**src/rtl/lane_encoder.sv**
```systemverilog
`default_nettype none
// +----------------------------------------------------------------------------+
// | Module : lane_encoder                                                      |
// | 64b/66b block encoder: sync header plus optional self-synchronous          |
// | 1+x^39+x^58 payload scrambler, one-cycle latency, block counter.           |
// | Rev    : 1.0  initial release                                              |
// +----------------------------------------------------------------------------+
module lane_encoder #(
  parameter int          SCRAMBLE = 1,
  parameter logic [57:0] SCR_SEED = 58'h3FF_FFFF_FFFF_FFFF
) (
  input  logic        clk,
  input  logic        rst,
  input  logic        valid_in,
  input  logic        ctrl_in,
  input  logic [63:0] data_in,
  output logic        valid_out,
  output logic [65:0] data_out,
  output logic [15:0] blk_cnt
);

  localparam int         ENCODER_DATA_IN_SIZE = 64;
  localparam logic [1:0] c_SH_DATA = 2'b01;
  localparam logic [1:0] c_SH_CTRL = 2'b10;

  logic [57:0] r_scr;
  logic        r_valid;
  logic [65:0] r_data;
  logic [15:0] r_cnt;

  logic [57:0] w_scr_nxt;
  logic [63:0] w_scr_out;
  logic [57:0] w_scr_load;
  logic [63:0] w_payload;
  logic [1:0]  w_sync;

  // Bit-serial scrambler unrolled across the whole block; bit 0 goes first.
  always_comb begin
    logic [57:0] s;
    logic [63:0] o;
    s = r_scr;
    o = '0;
    for (int i = 0; i < ENCODER_DATA_IN_SIZE; i++) begin
      o[i] = data_in[i] ^ s[38] ^ s[57];
      s    = {s[56:0], o[i]};
    end
    w_scr_nxt = s;
    w_scr_out = o;
  end

  generate
    if (SCRAMBLE != 0) begin : g_scr
      assign w_payload  = w_scr_out;
      assign w_scr_load = w_scr_nxt;
    end else begin : g_byp
      assign w_payload  = data_in;
      assign w_scr_load = SCR_SEED;
    end
  endgenerate

  assign w_sync = ctrl_in ? c_SH_CTRL : c_SH_DATA;

  always_ff @(posedge clk) begin
    if (rst) begin
      r_valid <= 1'b0;
      r_data  <= '0;
      r_cnt   <= '0;
      r_scr   <= SCR_SEED;
    end else begin
      r_valid <= valid_in;
      if (valid_in) begin
        r_data <= {w_payload, w_sync};
        r_cnt  <= r_cnt + 16'd1;
        r_scr  <= w_scr_load;
      end
    end
  end

  assign valid_out = r_valid;
  assign data_out  = r_data;
  assign blk_cnt   = r_cnt;

endmodule
`default_nettype wire

```
**config.mk**
```make
export PLATFORM = sky130hd
export DESIGN_NAME = lane_encoder
export DESIGN_NICKNAME = d
export VERILOG_FILES = /design/src/rtl/lane_encoder.sv
export SDC_FILE = /design/constraint.sdc
export NUM_CORES = 1
export LEC_CHECK = 0
export ABC_AREA = 1
export CAP_MARGIN = 40
export CORE_UTILIZATION = 35
export CTS_BUF_LIST = sky130_fd_sc_hd__clkbuf_4 sky130_fd_sc_hd__clkbuf_8
export DETAILED_ROUTE_END_ITERATION = 16
export DONT_BUFFER_PORTS = 1
export PLACE_DENSITY_LB_ADDON = 0.2
export SYNTH_ARGS = -nofsm -noshare
export SYNTH_HDL_FRONTEND = slang
export SYNTH_SLANG_ARGS = --single-unit
```
**constraint.sdc**
```tcl
create_clock -name clk -period 3.15 [get_ports clk]
set_input_delay 0.4725 -clock clk [delete_from_list [all_inputs] [get_ports clk]]
set_output_delay 0.4725 -clock clk [all_outputs]
set_load 0.01 [all_outputs]
```
==> flow_metrics.env <==
export IMPL_rsz0062_at_grt="no"
export IMPL_routabilityCongestion=0.807
export IMPL_rows=49
export IMPL_design_die_area_um2=18800
export IMPL_reg2reg_from="blk_cnt[0]"
export IMPL_setup_viol=0
export IMPL_cts_root_buf="clkbuf_8"
export IMPL_ios=151
export IMPL_final_common_cell="nand2_1"
export IMPL_nNetsFinal=927
export IMPL_worstPathMaxFanout=5
export IMPL_drive_gt1_share_pct=6.77
export IMPL_yosysWarnings=0
export IMPL_ys_seq_elements=141
export IMPL_synth_xor_area_share_pct=8.75
export IMPL_slew_headroom_pct=77.1
export IMPL_max_freq_mhz=589
export IMPL_path_cells="ha_1 > inv_1 > nor3_2 > nand2_1 > nor2_2 > nand2_1 > o21ai_1 > a21oi_1"
export IMPL_drt_vias_per_instance=4.75
export IMPL_die_x_um=137
export IMPL_synthFlopType="dfxtp_1"
export IMPL_start_kind="register"
export IMPL_synth_compound_gate_area_share_pct=12.4
export IMPL_maxCapViolations=0
export IMPL_syn_area_per_cell_um2=7.34
export IMPL_synthAdderAreaFrac_pct=0.195
export IMPL_powerDensity_nw_per_um2=648
export IMPL_area_growth_pct=9.81
export IMPL_drtIter0Drc=227
export IMPL_period_needed_ns=1.70
export IMPL_fillers=1905
export IMPL_wl_per_cell_um=15.6
export IMPL_power_switching_mw=1.33
export IMPL_synth_edf_count=0
export IMPL_first_pass_iters=6
export IMPL_drcViolationCount=0
export IMPL_async_flop_share_pct=0
export IMPL_leakagePower_nw=3.13
export IMPL_portBuffers=0
export IMPL_synthCells=873
export IMPL_clkSlewWorstSetupHoldPaths_ns=0.08
export IMPL_drv_slew=0
export IMPL_cp_end_kind="register"
export IMPL_finalHoldViolations=0
export IMPL_p_int_mw=3.22
export IMPL_arrival_ns=2.05
export IMPL_diodes=0
export IMPL_slowest_stage="dfxtp_1"
export IMPL_status="finished clean"
export IMPL_ctsResizeCount=0
export IMPL_dpl_cell_area_um2=6570
export IMPL_reg2reg_to="blk_cnt[12]"
export IMPL_postLayoutCellArea_um2=7030
export IMPL_postCtsHoldBufs=0
export IMPL_holdPathStages=1
export IMPL_worst_ep_required_time_ns=3.50
export IMPL_cts_sinks=141
export IMPL_initial_utilization_pct=35.6
export IMPL_min_period_over_period_pct=53.9
export IMPL_yosys_area_share_simple_pct=27.2
export IMPL_insertion_delay_ns=0.45
export IMPL_wirelength_um=17200
export IMPL_slowest_delay_ns=0.50
export IMPL_final_cell_mix="284 x nand2_1, 141 x dfxtp_1, 111 x a21oi_1, 80 x inv_1, 80 x nand3_1"
export IMPL_ant_nets=0
export IMPL_sw_frac_of_total_pct=29.3
export IMPL_grt_pass1_wl_um=25900
export IMPL_antenna_found_initial=0
export IMPL_synth_cell_types=30
export IMPL_yosysSeqAreaShare_pct=44.1
export IMPL_reg2reg_depth=8
export IMPL_crit_family="simple AND/OR/NAND/NOR gates"
export IMPL_netlist_area_um2=6400
export IMPL_ir_worst_vdd_v=0.000348
export IMPL_synthMuxAreaShare_pct=0
export IMPL_synth_nets=942
export IMPL_clock_path_buffers=2
export IMPL_cts_setup_buffers=0
export IMPL_min_path_type="primary input to register"
export IMPL_cts_tree="yes"
export IMPL_fin_worst_skew_ns=0.0115
export IMPL_critical_path_class="register to register"
export IMPL_holdPathEnd="blk_cnt[13]"
export IMPL_min_delay_start="rst"
export IMPL_power_frac_seq_pct=47.3
export IMPL_r2r_setup_slack_ns=1.45
export IMPL_overflow=0
export IMPL_cts_max_level=4
export IMPL_grtUsageTotal_pct=18.4
export IMPL_vias=5225
export IMPL_p_comb_share_pct=15.0
export IMPL_fp_dieH_um=137
export IMPL_core_area_um2=18000
export IMPL_grt_pass1_vias=4881
export IMPL_tightest_slew_ns=0.343
export IMPL_cts_buffers=17
export IMPL_cp_buffers_inverters=1
export IMPL_pwr_share_clk_pct=37.7
export IMPL_finalSetupTns_ns=0
export IMPL_crit_top_cell="nand2_1"
export IMPL_synth_top_family_by_area="simple AND/OR/NAND/NOR gates"
export IMPL_grt_max_degree=109
export IMPL_dp_hpwl_um=12200
[final cells by class]
| cell class | count | area [um2] | share of cell area, % |
|---|---|---|---|
| Clock buffer | 19 | 255 | 3.63 |
| Clock inverter | 13 | 210 | 2.99 |
| Inverter | 81 | 305 | 4.34 |
| Multi-Input combinational cell | 614 | 3110 | 44.2 |
| Sequential cell | 141 | 2820 | 40.1 |
| Tap cell | 229 | 287 | 4.07 |
| Timing Repair Buffer | 3 | 42.5 | 0.605 |
[metrics by stage]
step	cells	setup slack (ns)	power [mW]	hold slack, ns	utilization (%)
after floorplan	873	1.68	2.74	0.456	-
after CTS	1100	1.43	4.62	0.0543	39.1
after global placement	1067	1.38	2.88	0.463	36.4
after global routing	1100	1.29	4.81	0.0634	39.1
final	1100	1.45	4.55	0.100	39.1
after detailed placement	1068	1.46	2.90	0.472	36.6
[synth_stat cells (2+ instances only)]
library cell  number  share of area (%)
nor3_2             3               0.47
clkbuf_1          12               0.70
dfxtp_1          141                 44
xor2_1            10                1.4
a21oi_1          111                8.7
nor3_1             3               0.23
inv_1             80                4.7
or2_2             13                1.3
buf_1              4               0.23
or2_1              2               0.20
o21ai_1            3               0.23
o21a_1             2               0.23
o21ai_0            5               0.39
xnor2_1           54                7.4
buf_2             20                1.6
nand3_1           80                6.3
nand2_1          284                 17
nor2_1            11               0.64
o211ai_1          24                2.8
[flip-flops by register name, summed over array words and instances (netlist names)]
| register | count |
|---|---|
| blk_cnt | 16 |
| valid_out | 1 |
| data_out | 66 |
| r_scr | 58 |
[power by group through the flow]
stage          Sequential (mW)  Clock (mW)  Combinational, mW
6_report                  2.15        1.72              0.685
5_1_grt                   2.19        1.83              0.795
4_1_cts                   2.16        1.76              0.699
3_5_place_dp              2.20           0              0.694
3_3_place_gp              2.20           0              0.683
2_1_floorplan             2.14           0              0.597
[worst max path at each step]
stage	startpoint	end	slack [ns]	cells after the start
finish	blk_cnt[0]	blk_cnt[12]	1.45	8
CTS	blk_cnt[0]	blk_cnt[12]	1.43	8
detailed placement	blk_cnt[0]	blk_cnt[12]	1.46	8
global placement	valid_in	data_out[0]	1.38	5
global route	blk_cnt[0]	blk_cnt[14]	1.29	8
floorplan	blk_cnt[0]	blk_cnt[14]	1.68	8
[worst register-to-register path, cell delays in order, from the launching register on]
cell	delay (ns)
dfxtp_1	0.50
ha_1	0.24
inv_1	0.08
nor3_2	0.19
nand2_1	0.09
nor2_2	0.19
nand2_1	0.12
o21ai_1	0.14
a21oi_1	0.05
[per-layer routing]
| metal | up-vias | global-route usage, % | wire [um] |
|---|---|---|---|
| met2 | 112 | 31.5 | 8290 |
| met3 | 13 | 8.06 | 1490 |
| met5 | - | 0 | 0 |
| met4 | 0 | 5.13 | 155 |
| li1 | 2768 | - | - |
| met1 | 2332 | 20.6 | 7220 |
[cell families (layout without fill, tap and decap cells)]
kind of cell	count (synthesis)	after routing
xor gates and xnor gates	64	64
buffers and inverters	118	116
AOI/OAI and AO/OA	146	146
adders and majority gates	1	1
and+or+nand+nor	403	403
DFF	141	141
(Power assumes the default switching activity.)
